===== src/rtl/key_event_decoder.sv =====
// key_event_decoder
//   Turns the debounced, active-low key level into short / double / long
//   gesture events (one-cycle pulses) and keeps a wrap-around selection index.
//   Optional feature: define AUTO_REPEAT_EN to emit repeat_pulse ticks every
//   REPEAT_CYC cycles while a long press is still held.
//
// state  | meaning
// -------+-------------------------------------------------------------
// IDLE   | key released, waiting for a fresh press edge
// PRESS1 | first press held, timing toward the long-press threshold
// LONG   | long press reported, waiting for release (auto-repeat here)
// WAIT2  | first press released, waiting for a second press or timeout
// PRESS2 | second press held, double click reported on its release
module key_event_decoder #(
   parameter int LONG_CYC   = 50_000_000,
   parameter int DBL_CYC    = 15_000_000,
   parameter int REPEAT_CYC = 10_000_000,
   parameter int SEL_NUM    = 4,
   parameter int SEL_W      = 2
) (
   input  logic             clk,
   input  logic             rst_n,
   input  logic             key_in,
   output logic             short_pulse,
   output logic             double_pulse,
   output logic             long_pulse,
   output logic             repeat_pulse,
   output logic [SEL_W-1:0] sel
);

   localparam int CNT_W = 26;
   localparam logic [CNT_W-1:0] LONG_TC = CNT_W'(LONG_CYC - 1);
   localparam logic [CNT_W-1:0] DBL_TC  = CNT_W'(DBL_CYC - 1);
   localparam logic [SEL_W-1:0] SEL_MAX = SEL_W'(SEL_NUM - 1);

   // Elaboration-time range checks on the configuration.
   if (LONG_CYC < 1 || LONG_CYC > 2**CNT_W - 1) begin : g_chk_long
      $error("key_event_decoder: LONG_CYC out of range");
   end
   if (DBL_CYC < 1 || DBL_CYC > 2**CNT_W - 1) begin : g_chk_dbl
      $error("key_event_decoder: DBL_CYC out of range");
   end
   if (REPEAT_CYC < 1 || REPEAT_CYC > 2**CNT_W - 1) begin : g_chk_rep
      $error("key_event_decoder: REPEAT_CYC out of range");
   end
   if (SEL_NUM < 1 || 2**SEL_W < SEL_NUM) begin : g_chk_sel
      $error("key_event_decoder: SEL_W too narrow for SEL_NUM");
   end

   typedef enum logic [2:0] {
      IDLE   = 3'd0,
      PRESS1 = 3'd1,
      LONG   = 3'd2,
      WAIT2  = 3'd3,
      PRESS2 = 3'd4
   } state_t;

   state_t             state_q, state_d;
   logic [CNT_W-1:0]   cnt_q, cnt_d;
   logic               key_r_q, key_r_d;
   logic               arm_q, arm_d;
   logic               short_q, short_d;
   logic               double_q, double_d;
   logic               long_q, long_d;
   logic               repeat_q, repeat_d;
   logic [SEL_W-1:0]   sel_q, sel_d;
   logic               press_ev, rel_ev;

   // arm_q blocks a key that is already held low when reset lifts: a press
   // only counts once the key has been seen released at least once.
   assign press_ev = key_r_q & ~key_in & arm_q;
   assign rel_ev   = ~key_r_q & key_in;
   assign key_r_d  = key_in;
   assign arm_d    = arm_q | key_in;

`ifdef AUTO_REPEAT_EN
   localparam logic [CNT_W-1:0] REP_TC = CNT_W'(REPEAT_CYC - 1);
   logic [CNT_W-1:0] rcnt_q, rcnt_d;

   // Repeat timer: runs only while a long press is held, cleared elsewhere.
   always_comb begin
      rcnt_d = '0;
      if (state_q == LONG && !key_in) begin
         rcnt_d = (rcnt_q == REP_TC) ? '0 : rcnt_q + CNT_W'(1);
      end
   end

   // Repeat timer register.
   always_ff @(posedge clk or negedge rst_n) begin
      if (!rst_n) rcnt_q <= '0;
      else        rcnt_q <= rcnt_d;
   end
`endif

   // State, gesture timer and key history registers.
   always_ff @(posedge clk or negedge rst_n) begin
      if (!rst_n) begin
         state_q <= IDLE;
         cnt_q   <= '0;
         key_r_q <= 1'b1;
         arm_q   <= 1'b0;
      end else begin
         state_q <= state_d;
         cnt_q   <= cnt_d;
         key_r_q <= key_r_d;
         arm_q   <= arm_d;
      end
   end

   // Next-state and gesture timer logic.
   always_comb begin
      state_d = state_q;
      cnt_d   = cnt_q;
      case (state_q)
         IDLE: begin
            cnt_d = '0;
            if (press_ev) state_d = PRESS1;
         end
         PRESS1: begin
            if (rel_ev) begin
               cnt_d   = '0;
               state_d = WAIT2;
            end else if (cnt_q == LONG_TC) begin
               cnt_d   = '0;
               state_d = LONG;
            end else begin
               cnt_d = cnt_q + CNT_W'(1);
            end
         end
         LONG: begin
            cnt_d = '0;
            if (rel_ev) state_d = IDLE;
         end
         WAIT2: begin
            cnt_d = cnt_q + CNT_W'(1);
            if (press_ev) begin
               cnt_d   = '0;
               state_d = PRESS2;
            end else if (cnt_q == DBL_TC) begin
               cnt_d   = '0;
               state_d = IDLE;
            end
         end
         PRESS2: begin
            cnt_d = '0;
            if (rel_ev) state_d = IDLE;
         end
         default: begin
            cnt_d   = '0;
            state_d = IDLE;
         end
      endcase
   end

   // Event pulses and selection index update, both registered next edge.
   always_comb begin
      short_d  = 1'b0;
      double_d = 1'b0;
      long_d   = 1'b0;
      repeat_d = 1'b0;
      case (state_q)
         PRESS1: long_d   = ~rel_ev & (cnt_q == LONG_TC);
         WAIT2:  short_d  = ~press_ev & (cnt_q == DBL_TC);
         PRESS2: double_d = rel_ev;
`ifdef AUTO_REPEAT_EN
         LONG:   repeat_d = ~key_in & (rcnt_q == REP_TC);
`endif
         default: ;
      endcase

      sel_d = sel_q;
      if (short_d || repeat_d) begin
         sel_d = (sel_q == SEL_MAX) ? '0 : sel_q + SEL_W'(1);
      end else if (double_d) begin
         sel_d = (sel_q == '0) ? SEL_MAX : sel_q - SEL_W'(1);
      end else if (long_d) begin
         sel_d = '0;
      end
   end

   // Output registers.
   always_ff @(posedge clk or negedge rst_n) begin
      if (!rst_n) begin
         short_q  <= 1'b0;
         double_q <= 1'b0;
         long_q   <= 1'b0;
         repeat_q <= 1'b0;
         sel_q    <= '0;
      end else begin
         short_q  <= short_d;
         double_q <= double_d;
         long_q   <= long_d;
         repeat_q <= repeat_d;
         sel_q    <= sel_d;
      end
   end

   assign short_pulse  = short_q;
   assign double_pulse = double_q;
   assign long_pulse   = long_q;
   assign repeat_pulse = repeat_q;
   assign sel          = sel_q;

endmodule


===== config.mk =====
export PLATFORM = sky130hd
export DESIGN_NAME = key_event_decoder
export DESIGN_NICKNAME = d
export VERILOG_FILES = /design/src/rtl/key_event_decoder.sv
export SDC_FILE = /design/constraint.sdc
export NUM_CORES = 1
export LEC_CHECK = 0
export ABC_AREA = 0
export CAP_MARGIN = 10
export CORE_ASPECT_RATIO = 1.25
export CORE_MARGIN = 5
export CORE_UTILIZATION = 28
export DETAILED_ROUTE_END_ITERATION = 10
export PLACE_DENSITY = 0.43
export SYNTH_ARGS = -nofsm -noshare
export SYNTH_HDL_FRONTEND = slang
export SYNTH_SLANG_ARGS = --single-unit

===== constraint.sdc =====
create_clock -name clk -period 4.2 [get_ports clk]
set_input_delay 0.42 -clock clk [delete_from_list [all_inputs] [get_ports clk]]
set_output_delay 0.42 -clock clk [all_outputs]
set_load 0.05 [all_outputs]

# == Word-level counts from Yosys, hierarchy flattened ==
# Index checks and enable logic that the tools add are counted.
# totals
regBits,36
input_bits,3
word_cells,57
# classes
addsub,3
n_eq_ne,11
mux,20
n_bitwise,10
n_reduce_logical,5
# op_table
op,count
$mux 26,4
$pmux 26 s2,1
$add 26x1->26 const B,1
$eq 26x24->1 const B,1
$eq 26x26->1 const B,1
$mux 3,6
$pmux 3 s4,1
$mux 2,5
$eq 3x2->1 const B,2
$ne 3x3->1 const B,2
$and 1x1->1,5
$not 1->1,4
$reduce_and 4->1,1
$eq 3x1->1 const B,1
$eq 3x3->1 const B,1
$logic_not 3->1,1
$mux 1,3
$reduce_bool 3->1,1
$add 2x1->2 const B,1
$eq 2x2->1 const B,1
$logic_not 2->1,1
$ne 2x1->1 const B,1
$ne 2x2->1 const B,1
$reduce_or 2->1,1
other kinds (2),2

# == Depth between registers and ports, before layout ==
# Gate-level depths: netlist of the first run.
# depth
depth_word,8
mapped_depth,8
depth_no_buf,6

# == Worst setup path before layout of the first run ==
# OpenSTA, ideal clock, no wires.
# synth_timing
kind,flip-flop to flip-flop
start,register cnt_q[0]
end,register state_q[0]
arrival_ns,1.779
setup_slack_ns,2.294
stages_incl_launch_ff,9
n_path_buf,2
synth_period_minus_slack_ns,1.906
path_cell_list,dfrtp_1 > ha_1 > and3_1 > clkbuf_2 > nand4_1 > nor4_4 > a2bb2oi_4 > buf_6 > o31ai_2
# synth_via
elab_chain_len,3
elab_cells_between_ends,5
cone_classes,4 x eq/ne; 1 x reduce/logical
# synth_lines
element,line_no,text
start: declaration,59,"logic [CNT_W-1:0] cnt_q, cnt_d;"
start signal: assignment,104,cnt_q <= cnt_d;
$eq 26x26->1 / $eq 26x24->1 (equally long branches),"123, 139",
$ne 3x3->1 (no line),n/a,
$reduce_and 4->1 (no line) *,n/a,
end signal: assignment,103,state_q <= state_d;
end: declaration,58,"state_t state_q, state_d;"
# Every way passes the cells marked *; elsewhere a longest branch is shown, timed or not.
# A chain may end at the register's enable or synchronous reset.

# == Worst setup path in the final report of the first run ==
# Ends and elaborated chain as after synthesis.

==> metrics.txt, run 1 <==
post-synth top area share=46.4%; Tot Pwr=0.860 mW; DP HPWL=2640 um; CTS tree=done; CTS root buf=clkbuf_8; DRT antenna net count=0; layout cells sized above 1=9.55%; CP endpoint kind=flop; Arr. time, crit path=2440 ps; Min Hold Slack=219 ps; Synth Flop Type=dfrtp_1; Hold Buf Count CTS=0; Antenna Cells=0; core area=0.00657 sq mm; top post-synthesis cells by count=dfrtp_1, nor2_1, xnor2_1, nand2_1, nand3_1; row count=33; critical path buffer and inverter count=0; Fin. Hold Viols=0; Syn Area/Cell=9.89 sq um; WP data required=4350 ps; most numerous cell in the Yosys netlist=dfrtp_1; Max Cap Viol=0; Avg WL per Cell=13.3 um; grt total ovfl=0; Setup crit end=state_q[0]$_DFFE_PN0P_; first-pass GRT wire length=6780 um; slowest CP cell=a2bb2oi_4; number of enable flip-flop cells after synthesis=0; RSZ-0062 raised after global routing=no; number of global-route vias before repair=1421; CP Launch Point=cnt_q[0]$_DFF_PN0_; IO Count=9; Synth Cell Area=0.00189 sq mm; Peak VDD IR=0.220 mV; total number of yosys warnings=0; cell taking the most area after synthesis=dfrtp_1; clk sink count=36; Worst-path clk slew=80 ps; type of the worst setup path=reg2reg; Post-CTS Setup Inserts=0; Reg2Reg Setup Slack=1900 ps; Skew-Pair Late Insertion Delay=290 ps; drt total wl=3810 um; DR WL met2=1820 um; top post-synthesis cells by area=dfrtp_1, xnor2_1, nor2_1; cell area power density=408 mW/mm^2; 1st-pass router iterations=4; slack of the critical path=1900 ps; Final setup viols=0; DIE AREA=0.00850 sq mm; DRC=0; cells on worst reg2reg path=6; fillers=678; status=completed; skew final=5.15 ps; Final Max Slew Viols=0; H-tree levels=2; period utilization=54.7%; Initial DRC Count=45; f_max=435 MHz; Worst Setup Start Kind=flop; leakage power=0.823 nW; delay-heaviest family, CP=simple AND/OR/NAND/NOR gates; FF-to-FF End=state_q[0]$_DFFE_PN0P_; Port Buffers=7; initial antenna violation count=0; post-layout min period=2300 ps; WP depth=6; DR top layer=met4; proportion of synthesized chip area in sequential cells=47.7%; worst slew pin tran=821 ps; Area growth syn-to-layout=11.5%; CTS buffer count=5; Post-synth ARST share=100%; Fin Setup TNS=0 ps; routed wl met3=108 um; gpl congestion=0.762; clk buf depth=2; pre-CTS setup slack=1730 ps; FF-to-FF Start=cnt_q[0]$_DFF_PN0_; Die Width=83.5 um; Final nets=204; largest net degree at the start of global routing=37; GRT Overall Usage=9.94%; Hold WC Path Type=in2async; synthesized instance count=191; crit path max fanout=26; Max-slew headroom=45.3%; Netlist cell types=44; wl on met1=1780 um; Finished Core Util=32.1%; Initial Utilization=28.8%; Vias=1339; vias per inst=4.68; crit-path cells=ha_1 -> and3_1 -> nand3_1 -> or3_4 -> a2bb2oi_4 -> o31ai_2; Resized Gates After CTS=0; Yosys reg bits=36; syn_nets=197; die height=102 um; CP max stage delay=570 ps
## worst min path at each step
stage                         endpoint  slack (ps)  depth (start not counted)               start
global route        cnt_q[4]$_DFF_PN0_         300                          1               rst_n
finish              cnt_q[3]$_DFF_PN0_         220                          1               rst_n
detailed placement     arm_q$_DFF_PN0_         460                          1     arm_q$_DFF_PN0_
CTS                 cnt_q[3]$_DFF_PN0_         250                          1               rst_n
floorplan              arm_q$_DFF_PN0_         120                          0               rst_n
global placement    cnt_q[0]$_DFF_PN0_         460                          1  cnt_q[0]$_DFF_PN0_
## routing by layer
metal	track usage [%]	vias to the layer above
met2	17.2	22
met3	1.77	10
met4	5.57	0
met5	0	-
li1	-	678
met1	11.8	629
## per-stage QoR
stage / instances / area [sq um]
4_1_cts: 286 / 2110
6_report: 286 / 2110
2_1_floorplan: 191 / 1890
5_1_grt: 286 / 2110
3_5_place_dp: 278 / 2010
3_3_place_gp: 278 / 2010
## flip-flops by register name, summed over array words and instances (netlist names)
| signal | cells |
|---|---|
| double_pulse | 1 |
| sel | 2 |
| long_pulse | 1 |
| cnt_q | 26 |
| key_r_q | 1 |
| arm_q | 1 |
| state_q | 3 |
| short_pulse | 1 |
## cells by family (layout without fill, tap and decap cells)
logic type	Yosys count	after routing	share of synthesized area, %
simple gates	104	104	29.7
other cells	1	1	0.198
mux	1	1	0.596
flops	36	36	47.7
buf+inv	11	19	3.44
xor+xnor	23	23	10.7
fa+ha+maj	3	3	1.99
compound gates	12	12	5.63
## where the power goes
group          leakage (nW)  switching, mW  internal (mW)
Clock                0.0510          0.130          0.131
Combinational         0.285          0.130         0.0662
Sequential            0.487         0.0300          0.373
## cell usage in the layout (no fill, tap or decap), types with 7 or more instances in the layout
cell / Yosys / layout
dfrtp_1: 35 / 35
nor2_1: 33 / 33
xnor2_1: 15 / 15
nand2_1: 14 / 14
nand3_1: 12 / 12
xor2_1: 8 / 8
nand4_1: 7 / 7
## cell type report
cell class / instances / area [sq um] / area share [%]
clock buffer: 6 / 82.6 / 3.92
clock inverter: 2 / 10.0 / 0.475
inverter: 4 / 15.0 / 0.713
multi-input combinational: 144 / 922 / 43.8
sequential: 36 / 902 / 42.8
tap: 87 / 109 / 5.17
timing repair buffer: 7 / 65.1 / 3.09
No activity file was read; power rests on OpenSTA's default activity.
==> run 2, diff against run 1 <==
--- a/config.mk
+++ b/config.mk
@@ -11,7 +11,7 @@
 export CORE_MARGIN = 5
 export CORE_UTILIZATION = 28
 export DETAILED_ROUTE_END_ITERATION = 10
-export PLACE_DENSITY = 0.43
+export PLACE_DENSITY = 0.45
 export SYNTH_ARGS = -nofsm -noshare
 export SYNTH_HDL_FRONTEND = slang
 export SYNTH_SLANG_ARGS = --single-unit
==> constraint.sdc (replaced) <==
create_clock -name clk -period 1.9 [get_ports clk]
set_input_delay 0.19 -clock clk [delete_from_list [all_inputs] [get_ports clk]]
set_output_delay 0.19 -clock clk [all_outputs]
set_load 0.05 [all_outputs]
==> metrics.txt, run 2 (same netlist as run 1, synthesis figures left out) <==
status=completed (unchanged); FF-to-FF Start=cnt_q[20]$_DFF_PN0_ (was cnt_q[0]$_DFF_PN0_); Die Width=83.5 um (unchanged); vias per inst=4.55 (was 4.68); Final Max Slew Viols=0 (unchanged); grt met1 use=12.5% (was 11.8%); CP Launch Point=cnt_q[20]$_DFF_PN0_ (was cnt_q[0]$_DFF_PN0_); Initial Utilization=28.8% (unchanged); DIE AREA=0.00850 sq mm (unchanged); CTS tree=done (unchanged); M2 GR Usage=20.0% (was 17.2%); Peak VDD IR=0.372 mV (was 0.220 mV); post-layout min period=1860 ps (was 2300 ps); busiest grt layer=met2 (unchanged); DRC=0 (unchanged); leakage power=1.03 nW (was 0.823 nW); most common cell after layout, fill and taps aside=buf_4 (was dfrtp_1); pre-CTS setup slack=-127 ps (was 1730 ps); Worst Setup Start Kind=flop (unchanged); fillers=653 (was 678); Final setup viols=0 (unchanged); clk buf depth=2 (unchanged); Post-CTS Setup Inserts=0 (unchanged); Antenna Cells=0 (unchanged); Arr. time, crit path=2040 ps (was 2440 ps); Max Cap Viol=0 (unchanged); CTS buffer count=5 (unchanged); f_max=537 MHz (was 435 MHz); drt total wl=4160 um (was 3810 um); Area growth syn-to-layout=29.8% (was 11.5%); GRT Overall Usage=10.8% (was 9.94%); skew final=6.09 ps (was 5.15 ps); cells on worst reg2reg path=7 (was 6); Reg2Reg Setup Slack=40 ps (was 1900 ps); layout cells sized above 1=24.4% (was 9.55%); Sequential Area=902 sq um (unchanged); DRT antenna net count=0 (unchanged); Avg WL per Cell=12.8 um (was 13.3 um); crit path max fanout=19 (was 26); WP data required=2080 ps (was 4350 ps); period utilization=98.0% (was 54.7%); clk sink count=36 (unchanged); Final nets=243 (was 204); first-pass GRT wire length=7460 um (was 6780 um); Vias=1479 (was 1339); Top reg by flops=cnt_q (unchanged); number of global-route vias before repair=1578 (was 1421); Port Buffers=7 (unchanged); cell area power density=858 mW/mm^2 (was 408 mW/mm^2); DP HPWL=3060 um (was 2640 um); most frequent cells in the layout=buf_4, dfrtp_1, nor2_1, xnor2_1, nand2_1 (was dfrtp_1, nor2_1, xnor2_1, nand2_1, nand3_1); multi-input logic area=933 sq um (was 922 sq um); Tot Pwr=2.10 mW (was 0.860 mW); core area=0.00657 sq mm (unchanged); slack of the critical path=37.5 ps (was 1900 ps); Fin. Hold Viols=0 (unchanged); gpl congestion=0.797 (was 0.762); H-tree levels=2 (unchanged); routing usage on met3=2.82% (was 1.77%); CP endpoint kind=flop (unchanged); initial antenna violation count=0 (unchanged); RSZ-0062 raised after global routing=yes (was no); grt total ovfl=0 (unchanged); max FFs per register=26 (unchanged); 1st-pass router iterations=4 (unchanged); Setup crit end=cnt_q[21]$_DFF_PN0_ (was state_q[0]$_DFFE_PN0P_); die height=102 um (unchanged); FF-to-FF End=cnt_q[21]$_DFF_PN0_ (was state_q[0]$_DFFE_PN0P_); Skew-Pair Late Insertion Delay=290 ps (about the same); Min Hold Slack=366 ps (was 219 ps); CTS root buf=clkbuf_8 (unchanged); Worst-path clk slew=70 ps (was 80 ps); IO Count=9 (unchanged); type of the worst setup path=reg2reg (unchanged); Initial DRC Count=41 (was 45); Hold WC Path Type=in2reg (was in2async); Finished Core Util=37.4% (was 32.1%); row count=33 (unchanged); Fin Setup TNS=0 ps (unchanged); largest net degree at the start of global routing=37 (unchanged)
[run 2: metrics by stage]
step	area, sq um	std cells
6_report	2450	325
5_1_grt	2450	325
4_1_cts	2450	325
3_5_place_dp	2320	316
3_3_place_gp	2320	316
2_1_floorplan	1890	191
[run 2: worst min-delay path by stage]
stage	from	endpoint	slack, ps	cells after the start
floorplan	rst_n	arm_q$_DFF_PN0_	-110	0
global placement	rst_n	arm_q$_DFF_PN0_	170	2
detailed placement	rst_n	cnt_q[5]$_DFF_PN0_	170	2
CTS	key_in	key_r_q$_DFF_PN1_	360	1
global route	key_in	key_r_q$_DFF_PN1_	370	1
finish	key_in	key_r_q$_DFF_PN1_	370	1
[run 2: timing repair]
item                                    CTS  global route
hold buffers                              1             0
hold endpoints to repair                 35             0
pin swaps                                 1             0
resized for setup                         3             0
endpoints found under the setup margin   27            28
[run 2: routing by layer]
layer,routed length (um),vias up
li1,-,756
met1,1830,700
met2,2150,16
met3,129,7
met4,49,0
met5,0,-
[run 2: area by class of cell]
class                           instances  share of cell area [%]
Clock buffer                            6                    2.96
Inverter                                4                   0.612
Clock inverter                          2                    1.43
Sequential cell                        36                    36.8
Multi-Input combinational cell        144                    38.1
Timing Repair Buffer                   46                    15.7
Tap cell                               87                    4.44
[run 2: power breakdown]
group | leakage (nW) | internal (mW) | switching (mW) | total, mW
clock | 0.0552 | 0.390 | 0.275 | 0.665
sequential | 0.487 | 0.824 | 0.0616 | 0.885
combinational | 0.493 | 0.241 | 0.313 | 0.554
total | 1.03 | 1.45 | 0.650 | 2.10
[run 2: worst max-delay path, stage by stage, from the launching register on]
cell and delay [ps]:
dfrtp_1 390, nor4b_2 260, buf_4 140, nand4_1 100
or3_4 430, a2bb2oi_4 200, buf_12 170, nor2_1 60
==> run 3, diff against run 2 <==
==> constraint.sdc (replaced) <==
create_clock -name clk -period 1.9 [get_ports clk]
set_input_delay 0.38 -clock clk [delete_from_list [all_inputs] [get_ports clk]]
set_output_delay 0.38 -clock clk [all_outputs]
set_load 0.05 [all_outputs]
==> metrics.txt, run 3 (same netlist as run 1, synthesis figures left out) <==
gpl congestion=0.731 (was 0.797); pre-CTS setup slack=-121 ps (was -127 ps); Worst Setup Start Kind=flop (unchanged); most common cell after layout, fill and taps aside=buf_4 (unchanged); IO Count=9 (unchanged); most frequent cells in the layout=buf_4, dfrtp_1, nor2_1, xnor2_1, nand2_1 (unchanged); Final nets=249 (was 243); slack of the critical path=39.7 ps (was 37.5 ps); leakage power=1.07 nW (was 1.03 nW); DIE AREA=0.00850 sq mm (unchanged); CTS buffer count=5 (unchanged); CTS tree=done (unchanged); DR top layer=met4 (unchanged); Hold WC Path Type=in2async (was in2reg); Top reg by flops=cnt_q (unchanged); crit path max fanout=6 (was 19); clk buf depth=2 (unchanged); Cells after DPL=316 (unchanged); initial antenna violation count=0 (unchanged); Initial DRC Count=30 (was 41); wl on met1=2020 um (was 1830 um); vias per inst=4.68 (was 4.55); Fin. Hold Viols=0 (unchanged); Peak VDD IR=0.362 mV (was 0.372 mV); Finished Core Util=38.9% (was 37.4%); DRT antenna net count=0 (unchanged); Min Hold Slack=136 ps (was 366 ps); CP Launch Point=cnt_q[20]$_DFF_PN0_ (unchanged); Vias=1546 (was 1479); Antenna Cells=0 (unchanged); final non-filler cell total=330 (was 325); layout cells sized above 1=31.7% (was 24.4%); number of global-route vias before repair=1639 (was 1578); die height=102 um (unchanged); CTS root buf=clkbuf_8 (unchanged); Reg2Reg Setup Slack=40 ps (about the same); Skew-Pair Late Insertion Delay=290 ps (about the same); 1st-pass router iterations=4 (unchanged); Avg WL per Cell=13.7 um (was 12.8 um); Port Buffers=7 (unchanged); FF-to-FF End=cnt_q[5]$_DFF_PN0_ (was cnt_q[21]$_DFF_PN0_); largest net degree at the start of global routing=37 (unchanged); type of the worst setup path=reg2reg (unchanged); Hold Buf Count CTS=0 (was 1); f_max=538 MHz (was 537 MHz); cells on worst reg2reg path=7 (unchanged); DR WL met2=2300 um (was 2150 um); core area=0.00657 sq mm (unchanged); status=completed (unchanged); Area growth syn-to-layout=35.0% (was 29.8%); clk sink count=36 (unchanged); DRC=0 (unchanged); first-pass GRT wire length=7590 um (was 7460 um); RSZ-0062 raised after global routing=yes (unchanged); Arr. time, crit path=2040 ps (about the same); CP endpoint kind=flop (unchanged); max FFs per register=26 (unchanged); placed cell area=0.00231 sq mm (was 0.00232 sq mm); FF-to-FF Start=cnt_q[20]$_DFF_PN0_ (unchanged); GRT Overall Usage=11.0% (was 10.8%); WP data required=2080 ps (about the same); Fin Setup TNS=0 ps (unchanged); skew final=4.90 ps (was 6.09 ps); Final Cell Area=0.00255 sq mm (was 0.00245 sq mm); H-tree levels=2 (unchanged); Max Cap Viol=0 (unchanged); Final Max Slew Viols=0 (unchanged); period utilization=97.9% (was 98.0%); post-layout min period=1860 ps (about the same); grt total ovfl=0 (unchanged); Final setup viols=0 (unchanged); Initial Utilization=28.8% (unchanged); Die Width=83.5 um (unchanged); cell area power density=870 mW/mm^2 (was 858 mW/mm^2); Worst-path clk slew=70 ps (about the same); routed wl met3=154 um (was 129 um); row count=33 (unchanged); drt total wl=4520 um (was 4160 um); DP HPWL=3010 um (was 3060 um); Tot Pwr=2.22 mW (was 2.10 mW)
[run 3: power breakdown]
group	internal [mW]	total (mW)	switching, mW
Combinational	0.407	0.818	0.411
Clock	0.249	0.518	0.269
Sequential	0.824	0.883	0.0587
[run 3: routing by layer]
layer  GRT usage, %  vias to the layer above
li1               -                      768
met1           13.4                      747
met2           19.4                       24
met3           2.98                        7
met4           3.09                        0
met5              0                        -
[run 3: timing repair]
item	4_1_cts	5_1_grt
cloned	0	3
endpoints found under the setup margin	27	27
buffers inserted	0	4
gates resized for setup	3	15
pin swaps	2	7
[run 3: worst max-delay path, cell delays in order, from the launching register on]
cell and delay [ps]:
dfrtp_1 410, nor4b_4 310, nand4_1 160, or3_4 380, a2bb2oi_4 150, buf_12 140, clkbuf_16 150, nor2_1 40
[run 3: area by class of cell]
cell class / instances / area, sq um
clock buffer: 6 / 72.6
clock inverter: 1 / 5.00
fill: 659 / 4010
inverter: 4 / 15.0
multi-input combinational: 144 / 986
sequential: 36 / 902
tap: 87 / 109
timing repair buffer: 52 / 462
[run 3: worst max-delay path by stage]
stage	endpoint	slack [ps]
detailed placement	cnt_q[6]$_DFF_PN0_	-120
floorplan	state_q[0]$_DFFE_PN0P_	5
finish	cnt_q[5]$_DFF_PN0_	40
global route	cnt_q[15]$_DFF_PN0_	-40
global placement	cnt_q[25]$_DFF_PN0_	-150
CTS	cnt_q[17]$_DFF_PN0_	0.008
